--- config.mk ---
export PLATFORM = sky130hd
export DESIGN_NAME = ps2_player_cmd
export DESIGN_NICKNAME = d
export VERILOG_FILES = /design/src/rtl/ps2_player_cmd.sv
export SDC_FILE = /design/constraint.sdc
export NUM_CORES = 1
export LEC_CHECK = 0
export BUFFER_PORTS_ARGS = -buffer_cell sky130_fd_sc_hd__clkbuf_2
export CELL_PAD_IN_SITES_DETAIL_PLACEMENT = 1
export CELL_PAD_IN_SITES_GLOBAL_PLACEMENT = 1
export CORE_MARGIN = 2
export CORE_UTILIZATION = 35
export CTS_BUF_LIST = sky130_fd_sc_hd__clkbuf_2 sky130_fd_sc_hd__clkbuf_4 sky130_fd_sc_hd__clkbuf_8
export CTS_CLUSTER_SIZE = 12
export DETAILED_ROUTE_END_ITERATION = 8
export PLACE_DENSITY_LB_ADDON = 0.1
export SLEW_MARGIN = 0
export SYNTH_ARGS = -nofsm -noshare
export SYNTH_HDL_FRONTEND = slang
export SYNTH_SLANG_ARGS = --single-unit
--- constraint.sdc ---
create_clock -name clk -period 3.4 [get_ports clk]
set_clock_uncertainty 0.15 [all_clocks]
set_input_delay 0 -clock clk [delete_from_list [all_inputs] [get_ports clk]]
set_output_delay 0 -clock clk [all_outputs]
set_load 0.01 [all_outputs]
--- src/rtl/ps2_player_cmd.sv ---
// PS/2 keyboard receiver plus arrow/letter key decoder that turns left/right key
// make/break codes into mutually exclusive m_left/m_right move levels.
module ps2_player_cmd #(
  parameter int TIMEOUT_CYCLES = 65000
) (
  input  logic       clk,
  input  logic       rst,
  input  logic       ps2_clk,
  input  logic       ps2_data,
  output logic       m_left,
  output logic       m_right,
  output logic [7:0] code,
  output logic       code_valid,
  output logic       frame_err
);

  localparam int TO_W = $clog2(TIMEOUT_CYCLES + 1);
  localparam logic [TO_W-1:0] TO_LAST = TO_W'(TIMEOUT_CYCLES - 1);
  localparam logic [TO_W-1:0] TO_MAX  = {TO_W{1'b1}};
  localparam logic DIR_LEFT  = 1'b0;
  localparam logic DIR_RIGHT = 1'b1;

  typedef enum logic [1:0] {
    IDLE   = 2'd0,
    DATA   = 2'd1,
    PARITY = 2'd2,
    STOP   = 2'd3
  } state_t;

  function automatic logic odd_parity_ok(input logic [7:0] d, input logic p);
    return ^{d, p};
  endfunction

  logic            ps2_clk_s1_q, ps2_clk_s1_d, ps2_clk_s2_q, ps2_clk_s2_d;
  logic            ps2_clk_prev_q, ps2_clk_prev_d;
  logic            ps2_data_s1_q, ps2_data_s1_d, ps2_data_s2_q, ps2_data_s2_d;
  state_t          state_q, state_d;
  logic [2:0]      bit_cnt_q, bit_cnt_d;
  logic [7:0]      shift_q, shift_d;
  logic            parity_q, parity_d;
  logic [TO_W-1:0] timeout_q, timeout_d;
  logic [7:0]      code_q, code_d;
  logic            code_valid_q, code_valid_d;
  logic            frame_err_q, frame_err_d;
  logic            ext_q, ext_d, brk_q, brk_d;
  logic            held_left_q, held_left_d, held_right_q, held_right_d;
  logic            last_dir_q, last_dir_d;
  logic            m_left_q, m_left_d, m_right_q, m_right_d;
  logic            fall;
  logic            is_left, is_right;

  assign fall = ps2_clk_prev_q & ~ps2_clk_s2_q;

  // Synchronizers and frame receiver with inactivity timeout
  always_comb begin
    ps2_clk_s1_d   = ps2_clk;
    ps2_clk_s2_d   = ps2_clk_s1_q;
    ps2_clk_prev_d = ps2_clk_s2_q;
    ps2_data_s1_d  = ps2_data;
    ps2_data_s2_d  = ps2_data_s1_q;
    state_d        = state_q;
    bit_cnt_d      = bit_cnt_q;
    shift_d        = shift_q;
    parity_d       = parity_q;
    timeout_d      = timeout_q;
    code_d         = code_q;
    code_valid_d   = 1'b0;
    frame_err_d    = 1'b0;
    if (state_q == IDLE) begin
      timeout_d = '0;
      if (fall && !ps2_data_s2_q) begin
        state_d   = DATA;
        bit_cnt_d = 3'd0;
      end else begin
        state_d = IDLE;
      end
    end else if (fall) begin
      timeout_d = '0;
      case (state_q)
        DATA: begin
          shift_d = {ps2_data_s2_q, shift_q[7:1]};
          if (bit_cnt_q == 3'd7) begin
            bit_cnt_d = 3'd0;
            state_d   = PARITY;
          end else begin
            bit_cnt_d = bit_cnt_q + 3'd1;
          end
        end
        PARITY: begin
          parity_d = ps2_data_s2_q;
          state_d  = STOP;
        end
        STOP: begin
          if (ps2_data_s2_q && odd_parity_ok(shift_q, parity_q)) begin
            code_d       = shift_q;
            code_valid_d = 1'b1;
          end else begin
            frame_err_d = 1'b1;
          end
          state_d = IDLE;
        end
        default: state_d = IDLE;
      endcase
    end else if (timeout_q >= TO_LAST) begin
      frame_err_d = 1'b1;
      state_d     = IDLE;
      bit_cnt_d   = 3'd0;
      timeout_d   = '0;
    end else begin
      timeout_d = (timeout_q == TO_MAX) ? timeout_q : timeout_q + TO_W'(1);
    end
  end

  assign is_left  = ext_q ? (code_q == 8'h6B) : (code_q == 8'h1C);
  assign is_right = ext_q ? (code_q == 8'h74) : (code_q == 8'h23);

  // Key decoder: prefix flags, held keys and most-recent-direction priority
  always_comb begin
    ext_d        = ext_q;
    brk_d        = brk_q;
    held_left_d  = held_left_q;
    held_right_d = held_right_q;
    last_dir_d   = last_dir_q;
    if (frame_err_q) begin
      ext_d = 1'b0;
      brk_d = 1'b0;
    end else if (code_valid_q) begin
      if (code_q == 8'hE0) begin
        ext_d = 1'b1;
      end else if (code_q == 8'hF0) begin
        brk_d = 1'b1;
      end else begin
        if (is_left) begin
          if (brk_q) begin
            held_left_d = 1'b0;
          end else if (!held_left_q) begin
            held_left_d = 1'b1;
            last_dir_d  = DIR_LEFT;
          end else begin
            held_left_d = held_left_q;
          end
        end else if (is_right) begin
          if (brk_q) begin
            held_right_d = 1'b0;
          end else if (!held_right_q) begin
            held_right_d = 1'b1;
            last_dir_d   = DIR_RIGHT;
          end else begin
            held_right_d = held_right_q;
          end
        end else begin
          last_dir_d = last_dir_q;
        end
        ext_d = 1'b0;
        brk_d = 1'b0;
      end
    end else begin
      last_dir_d = last_dir_q;
    end
    m_left_d  = held_left_d & (~held_right_d | (last_dir_d == DIR_LEFT));
    m_right_d = held_right_d & (~held_left_d | (last_dir_d == DIR_RIGHT));
  end

  // State registers
  always_ff @(posedge clk) begin
    if (rst) begin
      ps2_clk_s1_q   <= 1'b1;
      ps2_clk_s2_q   <= 1'b1;
      ps2_clk_prev_q <= 1'b1;
      ps2_data_s1_q  <= 1'b1;
      ps2_data_s2_q  <= 1'b1;
      state_q        <= IDLE;
      bit_cnt_q      <= 3'd0;
      shift_q        <= 8'h00;
      parity_q       <= 1'b0;
      timeout_q      <= '0;
      code_q         <= 8'h00;
      code_valid_q   <= 1'b0;
      frame_err_q    <= 1'b0;
      ext_q          <= 1'b0;
      brk_q          <= 1'b0;
      held_left_q    <= 1'b0;
      held_right_q   <= 1'b0;
      last_dir_q     <= DIR_LEFT;
      m_left_q       <= 1'b0;
      m_right_q      <= 1'b0;
    end else begin
      ps2_clk_s1_q   <= ps2_clk_s1_d;
      ps2_clk_s2_q   <= ps2_clk_s2_d;
      ps2_clk_prev_q <= ps2_clk_prev_d;
      ps2_data_s1_q  <= ps2_data_s1_d;
      ps2_data_s2_q  <= ps2_data_s2_d;
      state_q        <= state_d;
      bit_cnt_q      <= bit_cnt_d;
      shift_q        <= shift_d;
      parity_q       <= parity_d;
      timeout_q      <= timeout_d;
      code_q         <= code_d;
      code_valid_q   <= code_valid_d;
      frame_err_q    <= frame_err_d;
      ext_q          <= ext_d;
      brk_q          <= brk_d;
      held_left_q    <= held_left_d;
      held_right_q   <= held_right_d;
      last_dir_q     <= last_dir_d;
      m_left_q       <= m_left_d;
      m_right_q      <= m_right_d;
    end
  end

  assign m_left     = m_left_q;
  assign m_right    = m_right_q;
  assign code       = code_q;
  assign code_valid = code_valid_q;
  assign frame_err  = frame_err_q;

endmodule

---- Word level (Yosys, flattened, before mapping) ----
Index checks and enable logic that the tools add are counted.
cells by class
  $add $sub $neg .......................... 2
  multiply operators ...................... 0
  div/mod/pow operators ................... 0
  order comparisons ....................... 1
  eq/ne operators ......................... 15
  shifts and indexed selects .............. 0
  muxes and demuxes ....................... 44
  bitwise logic cells ..................... 13
  reduce and logical (&&, ||, !) cells .... 17
operator list
  operator                                                number
  two-way mux 1 bit                                       33
  two-way mux 3 bit                                       6
  adder 16 x 1 -> 16 bit (second input constant)          1
  equality test 16 bit (second input constant)            1
  equality test 8 x 7 -> 1 bit (second input constant)    2
  equality test 8 bit (second input constant)             2
  >= comparator 16 bit (second input constant)            1
  AND reduction 3 bit                                     3
  parity 9 bit                                            1
  equality test 8 x 5 -> 1 bit (second input constant)    1
  equality test 8 x 6 -> 1 bit (second input constant)    1
  two-way mux 2 bit                                       4
  NOT 1 bit                                               8
  OR reduction 4 bit                                      2
  AND reduction 2 bit                                     3
  equality test 2 bit (second input constant)             2
  inequality test 4 bit (second input constant)           1
  case mux 2 bit (2 select lines)                         1
  AND reduction 4 bit                                     1
  OR reduction 2 bit                                      2
  adder 3 x 1 -> 3 bit (second input constant)            1
  AND 1 bit                                               3
  equality test 3 bit (second input constant)             1
  inequality test 3 x 1 -> 1 bit (second input constant)  1
  other kinds (8)                                         10
word-level totals
  flip-flop bits (word level) ............. 52
  bits in latches ......................... 0
  memory bits (writable) .................. 0
  memory bits (read-only) ................. 0
  input bits .............................. 4
  output and inout bits ................... 12
  word-level logic and storage cells ...... 112
  memories ................................ 0

---- Depth between registers and ports, before layout ----
Gate-level depths: netlist (run 1).
  depth in word-level cells ............... 11
  mapped depth ............................ 8
  gate-level depth less buffers ........... 7

---- Least setup slack after synthesis (run 1) ----
OpenSTA, ideal clock, no wires.
  path kind ............................... reg2reg
  from .................................... register state_q[0]
  to ...................................... register code_q[0] (netlist: code[0])
  setup time .............................. 128 ps
  arrival time ............................ 1942 ps
  required time ........................... 3122 ps
  path slack .............................. 1180 ps
  stages on the path, launching flop included .. 9
  path buffers ............................ 1
  clock period less this slack ............ 2220 ps
  cells stage by stage .................... dfxtp_1 > inv_1 > ha_1 > buf_2 > nor3b_2 > nand4_1 > mux2i_4 > mux2i_1 > nor2_1
between the ends
  longest elaborated chain between the ends .. 3
  elaborated cells on any way between the ends .. 4
  those cells by class .................... 1 x eq/ne; 1 x bitwise; 2 x reduce/logical
ends and longest elaborated chain
  item                                      line  RTL
  start: declaration                        37    state_t state_q, state_d;
  start signal: assignment                  193   state_q <= state_d;
  logical NOT 2 bit                         69    if (state_q == IDLE) begin
  NOT 1 bit (no source line)                --
  AND reduction 4 bit (no source line) (*)  --
  end signal: assignment                    198   code_q <= code_d;
  end: declaration                          42    logic [7:0] code_q, code_d;
Every way passes the cells marked *; elsewhere a longest branch is shown, timed or not.
A chain may end at the register's enable or synchronous reset.

---- Worst setup path after layout (run 1) ----
Same ends and word-level chain as after synthesis.

==> results.sh, run 1 <==
export IMPL_status="finished, final reports clean"
export IMPL_postSynth_asyncResetShare_pct=0
export IMPL_ios=16
export IMPL_yosysTopAreaCellShare_pct=43.0
export IMPL_wl_per_cell_um=14.2
export IMPL_whs_path_depth=2
export IMPL_clk_latency_ns=0.31
export IMPL_die_y_um=87.1
export IMPL_ys_types=47
export IMPL_arrival_ns=2.61
export IMPL_fmax_ghz=0.387
export IMPL_required_ns=3.43
export IMPL_gp_congestion=0.771
export IMPL_ys_seq_area_share_pct=43.0
export IMPL_port_buffers=15
export IMPL_critPathCaptureType="flop"
export IMPL_coreArea_sq_mm=0.00676
export IMPL_first_iter_violations=67
export IMPL_synth_top_flop_cell="dfxtp_1"
export IMPL_slew_viol_final=0
export IMPL_clkSlewWorstSetupHoldPaths_ns=0.11
export IMPL_cp_max_fo=9
export IMPL_vias=1924
export IMPL_synth_area_top_cells="dfxtp_1 (43%), nor2_1 (5.1%), a21oi_1 (4.6%)"
export IMPL_drc=0
export IMPL_drtPass1Iterations=4
export IMPL_yosys_warnings=0
export IMPL_relSlewSlack_pct=37.7
export IMPL_finalSetupViolCount=0
export IMPL_hold_path_class="input pin to flop"
export IMPL_htree_levels=2
export IMPL_numCtsBuffers=5
export IMPL_power_leakage_uw=0.000963
export IMPL_startpoint_type="flop"
export IMPL_post_cts_resized=0
export IMPL_postCtsSetupBuffers=0
export IMPL_rows=30
export IMPL_die_w_um=87.1
export IMPL_powerDensity_mw_per_mm2=396
export IMPL_dieArea_sq_mm=0.00759
export IMPL_syn_nets=280
export IMPL_cts_root_buf="clkbuf_8"
export IMPL_synth_edf_count=0
export IMPL_tns_ns=0
export IMPL_crit_type="flop to flop"
export IMPL_grt_pass1_wl_um=9110
export IMPL_synth_avg_cell_area_sq_um=8.99
export IMPL_dpl_hpwl_um=3720
export IMPL_tritoncts="done"
export IMPL_nets=297
export IMPL_tightest_slew_ns=0.928
export IMPL_period_needed_ns=2.59
export IMPL_clk_path_buf_depth=2
export IMPL_grt_max_degree=34
export IMPL_syn_area_sq_mm=0.00242
export IMPL_drive_gt1_share_pct=12.2
export IMPL_cap_violations=0
export IMPL_peakVddDrop_mv=0.177
export IMPL_ys_seq_elements=52
export IMPL_drtAntennaViolNets=0
export IMPL_rsz0062_at_grt="no"
export IMPL_start_util_pct=35.8
export IMPL_grtUsageTotal_pct=14.8
export IMPL_area_growth_pct=11.8
export IMPL_synthCells=269
export IMPL_wl_um=5220
export IMPL_avgViaCountPerCell=5.24
export IMPL_holdWs_ns=0.187
export IMPL_num_antenna_cells=0
export IMPL_power_uw=1070
export IMPL_grt_antenna_before_repair=0
export IMPL_cts_sinks=52
export IMPL_finalCritPeriodShare_pct=76.1
export IMPL_hold_viol=0
export IMPL_grt_pass1_vias=1867
export IMPL_synth_largest_area_cell="dfxtp_1"
export IMPL_grt_overflow=0
export IMPL_reg2regPathDepth=7
==> placed cells by master (no fill, tap or decap), drive strengths merged, types with 7 or more instances in the layout <==
cell	instances
dfxtp	52
nor2	33
nand2	28
a21oi	22
clkbuf	20
mux2i	12
nand3	11
xnor2	9
inv	9
and3	7
ha	7
==> worst paths after layout <==
| check | start | to | slack, ns |
|---|---|---|---|
| hold / removal | rst | code[5] | 0.19 |
| setup / recovery | state_q[0] | code[0] | 0.81 |
| hold reg to reg | ps2_data_s1_q | ps2_data_s2_q | 0.27 |
| setup reg to reg | state_q[0] | code[0] | 0.81 |
==> critical path, cell delays in order (launching register included) <==
cell and delay, ns:
dfxtp_1 0.40, inv_1 0.08, ha_1 0.31, nor3b_2 0.55
nand4_1 0.24, mux2i_4 0.43, mux2i_1 0.24, nor2_1 0.06
==> synthesized netlist by cell type (2+ instances only) <==
cell,instances
a211o_1,2
a211oi_1,4
a21oi_1,22
a31oi_1,2
and3_1,7
and4_1,2
and4b_1,2
clkbuf_1,7
dfxtp_1,52
ha_1,7
inv_1,8
mux2i_1,11
nand2_1,28
nand2b_1,4
nand3_1,11
nand3b_1,2
nand4_1,3
nor2_1,33
nor2b_1,3
nor3_1,5
nor3b_1,2
nor4b_1,3
o2111ai_1,2
o211ai_1,2
o21ai_0,5
or2_2,6
xnor2_1,9
xor2_1,6
==> logic make-up (layout without fill, tap and decap cells) <==
kind of cell    Yosys count  after routing  synth area share [%]
compound gates           48             48                  12.5
flops                    52             52                  43.0
fa+ha+maj                 7              7                  3.62
simple gates            117            117                  25.5
mux                      12             12                  5.48
xor+xnor                 17             17                  7.40
buf+inv                  16             34                  2.53
==> what timing repair did <==
item,in CTS,in global routing
setup endpoints to repair,0,0
hold endpoints to repair,2,0
hold buffers,2,0
==> state kept, by name (all words and copies together) (netlist names), 2 cells and up <==
signal	count
timeout_q	16
state_q	2
code	8
bit_cnt_q	3
shift_q	8
==> per-layer routing <==
layer | GRT usage [%] | routed length, um
met5 | 0 | 0
met4 | 3.78 | 31
met3 | 2.84 | 173
met2 | 23.3 | 2360
met1 | 20.8 | 2650
==> power by group <==
group	leakage (uW)	internal, uW	switching (uW)
combinational	0.000489	6.28	10.7
sequential	0.000420	611	1.98
clock	0.0000548	222	219
==> stage by stage <==
step / area (sq um) / utilization (%) / instances / worst slack, ns
3_5_place_dp: 2570 / 38.0 / 357 / 0.811
2_1_floorplan: 2420 / - / 269 / 1.18
5_1_grt: 2710 / 40.0 / 367 / 0.634
3_3_place_gp: 2570 / 38.0 / 357 / 0.878
6_report: 2710 / 40.0 / 367 / 0.814
4_1_cts: 2710 / 40.0 / 367 / 0.796
==> cell type report <==
class / count / area (sq um)
Multi-Input combinational cell: 201 / 1320
Fill cell: 798 / 4050
Inverter: 8 / 30.0
Clock inverter: 3 / 46.3
Sequential cell: 52 / 1040
Clock buffer: 5 / 68.8
Tap cell: 80 / 100
Timing Repair Buffer: 18 / 103
(Power assumes the default switching activity.)
==> run 2: changes to the inputs <==
--- a/config.mk
+++ b/config.mk
@@ -5,6 +5,7 @@
 export SDC_FILE = /design/constraint.sdc
 export NUM_CORES = 1
 export LEC_CHECK = 0
+export ABC_AREA = 1
 export BUFFER_PORTS_ARGS = -buffer_cell sky130_fd_sc_hd__clkbuf_2
 export CELL_PAD_IN_SITES_DETAIL_PLACEMENT = 1
 export CELL_PAD_IN_SITES_GLOBAL_PLACEMENT = 1
==> constraint.sdc (replaced) <==
create_clock -name clk -period 2.5 [get_ports clk]
set_clock_uncertainty 0.15 [all_clocks]
set_input_delay 0 -clock clk [delete_from_list [all_inputs] [get_ports clk]]
set_output_delay 0 -clock clk [all_outputs]
set_load 0.01 [all_outputs]
==> run 2 against run 1 <==
Fmax increased by 29%. Global-route usage is 1.1 points higher. First-iteration DRC count up 3.0%. Total power rose by 25%. Sequential power is 36% higher. Non-clock buffer count unchanged. Wire length grew 25%. Die area up 19%. Critical path depth grew 2. Clock-buffer cell count stayed put. Critical endpoint is now code[4].
==> results.sh, run 2 <==
export IMPL_drtPass1Iterations=4
export IMPL_yosys_top_cells_count="nand2_1 (115), dfxtp_1 (52), inv_1 (52)"
export IMPL_finalSetupViolCount=0
export IMPL_cts_hold_buffers=3
export IMPL_cap_violations=0
export IMPL_wl_um=6520
export IMPL_port_buffers=15
export IMPL_cp_slowest_cell="dfxtp_1"
export IMPL_arrival_ns=2.11
export IMPL_synth_avg_cell_area_sq_um=6.91
export IMPL_clk_path_buf_depth=2
export IMPL_tritoncts="done"
export IMPL_tns_ns=0
export IMPL_start_util_pct=35.6
export IMPL_num_antenna_cells=0
export IMPL_gp_congestion=0.777
export IMPL_powerDensity_mw_per_mm2=425
export IMPL_required_ns=2.61
export IMPL_power_frac_comb_pct=2.1
export IMPL_pwr_share_clk_pct=35.9
export IMPL_area_growth_pct=9.43
export IMPL_placed_area_sq_mm=0.00305
export IMPL_crit_type="flop to flop"
export IMPL_synth_largest_area_cell="dfxtp_1"
export IMPL_p_sw_uw=307
export IMPL_relSlewSlack_pct=59.9
export IMPL_cp_max_fo=9
export IMPL_clk_latency_ns=0.31
export IMPL_ys_seq_elements=52
export IMPL_die_y_um=94.9
export IMPL_fillers=1077
export IMPL_power_leakage_uw=0.00138
export IMPL_vias=2517
export IMPL_finalCritPeriodShare_pct=80.2
export IMPL_clkSlewWorstSetupHoldPaths_ns=0.11
export IMPL_coreArea_sq_mm=0.00813
export IMPL_avgViaCountPerCell=4.65
export IMPL_yosys_warnings=0
export IMPL_grt_max_degree=22
export IMPL_die_w_um=94.9
export IMPL_slew_viol_final=0
export IMPL_period_needed_ns=2.01
export IMPL_yosysTopAreaCellShare_pct=36.0
export IMPL_max_stage_delay_ns=0.41
export IMPL_grt_pass1_wl_um=11400
export IMPL_postSynth_asyncResetShare_pct=0
export IMPL_cts_root_buf="clkbuf_8"
export IMPL_cp_cell_sequence="inv_1 -> ha_1 -> nor2_4 -> inv_1 -> nor2_8 -> nand4_4 -> nand2_1 -> inv_1 -> nor2_1"
export IMPL_syn_area_sq_mm=0.00289
export IMPL_hold_path_class="input pin to flop"
export IMPL_syn_nets=430
export IMPL_synth_area_top_cells="dfxtp_1 (36%), nand2_1 (15%), inv_1 (6.7%)"
export IMPL_fmax_ghz=0.499
export IMPL_regMostFlops="timeout_q"
export IMPL_drc=0
export IMPL_startpoint_type="flop"
export IMPL_dpl_hpwl_um=5220
export IMPL_drive_gt1_share_pct=13.5
export IMPL_cp_common_cell="inv_1"
export IMPL_p_int_uw=1040
export IMPL_synth_edf_count=0
export IMPL_peakVddDrop_mv=0.231
export IMPL_final_cell_mix="nand2_1 (115), inv_1 (52), dfxtp_1 (52)"
export IMPL_pwr_share_seq_pct=62.0
export IMPL_drtAntennaViolNets=0
export IMPL_status="finished, final reports clean"
export IMPL_synth_most_common_cell="nand2_1"
export IMPL_tightest_slew_ns=0.600
export IMPL_postCtsSetupBuffers=0
export IMPL_ys_seq_area_share_pct=36.0
export IMPL_grt_antenna_before_repair=0
export IMPL_grtUsageTotal_pct=15.9
export IMPL_swShare_pct=22.8
export IMPL_synthCells=419
export IMPL_dieArea_sq_mm=0.00901
export IMPL_numCtsBuffers=5
export IMPL_cts_sinks=52
export IMPL_htree_levels=2
export IMPL_design_area_sq_mm=0.00317
export IMPL_first_iter_violations=69
export IMPL_rsz0062_at_grt="no"
export IMPL_wl_per_cell_um=12.1
export IMPL_grt_pass1_vias=2478
export IMPL_ios=16
export IMPL_holdWs_ns=0.266
export IMPL_critPathCaptureType="flop"
export IMPL_power_uw=1340
export IMPL_largest_register_ff_count=16
export IMPL_rows=33
export IMPL_nets=446
export IMPL_final_common_cell="nand2_1"
export IMPL_synth_top_flop_cell="dfxtp_1"
export IMPL_grt_overflow=0
export IMPL_post_cts_resized=0
export IMPL_hold_viol=0
export IMPL_ys_types=37
run 2: cell count changes in the layout (fill, tap and decap cells not counted), sizes merged, moves of 4 or more:
cell,change
clkinv,+5
nor2,+21
o21ai,+6
and3,-7
a211oi,-4
mux2i,-12
nand2,+96
nand3,+13
nand4,+11
inv,+49
nand2b,-4
run 2: power by group through the flow:
stage	logic, uW	clock network [uW]	registers [uW]
final	28.0	482	834
after floorplan	19.4	0	851
after CTS	28.8	513	834
after detailed placement	25.1	0	854
after global placement	25.1	0	853
after global routing	32.0	553	835
run 2: critical path, delay by kind of cell, from the launching register on:
kind	cells	cell delay [ns]
adders and majority gates	1	0.30
buffers and inverters	3	0.30
DFF	1	0.41
and+or+nand+nor	5	0.80
run 2: routing by layer:
metal  wire length (um)  GRT usage, %  up-vias
met4                 49          3.26        0
met5                  0             0        -
met3                 94          2.63        4
li1                   -             -     1337
met2               2920          26.3       13
met1               3460          21.9     1163
run 2: final cells by class:
| type | count | area (sq um) | area share, % |
|---|---|---|---|
| timing repair buffer | 18 | 105 | 3.32 |
| multi-input combinational | 298 | 1570 | 49.7 |
| clock buffer | 5 | 68.8 | 2.17 |
| clock inverter | 3 | 18.8 | 0.593 |
| sequential | 52 | 1040 | 32.9 |
| inverter | 60 | 228 | 7.19 |
| tap | 105 | 131 | 4.15 |
run 2: final timing paths:
check / startpoint / endpoint / slack, ns / cells after the start
worst max-delay path: state_q[0] / code[4] / 0.49 / 9
worst min-delay path: ps2_data / ps2_data_s1_q / 0.27 / 3
worst min register to register: ps2_clk_s1_q / ps2_clk_prev_d / 0.27 / 1
worst max register to register: state_q[0] / code[4] / 0.49 / 9
run 2: kinds of logic (layout without fill, tap and decap cells):
| family | count (synthesis) | after routing | synth area share, % |
|---|---|---|---|
| fa+ha+maj | 7 | 7 | 3.03 |
| xor+xnor | 21 | 21 | 6.62 |
| simple gates | 233 | 233 | 37.9 |
| buf+inv | 69 | 86 | 9.64 |
| flops | 52 | 52 | 36.0 |
| compound gates | 37 | 37 | 6.83 |
run 2: per-stage QoR:
stage / worst slack (ns) / cells / util (%)
finish: 0.494 / 541 / 38.9
global route: 0.271 / 541 / 38.9
CTS: 0.473 / 541 / 38.9
detailed placement: 0.486 / 530 / 37.5
global placement: 0.577 / 530 / 37.5
floorplan: 0.790 / 419 / -
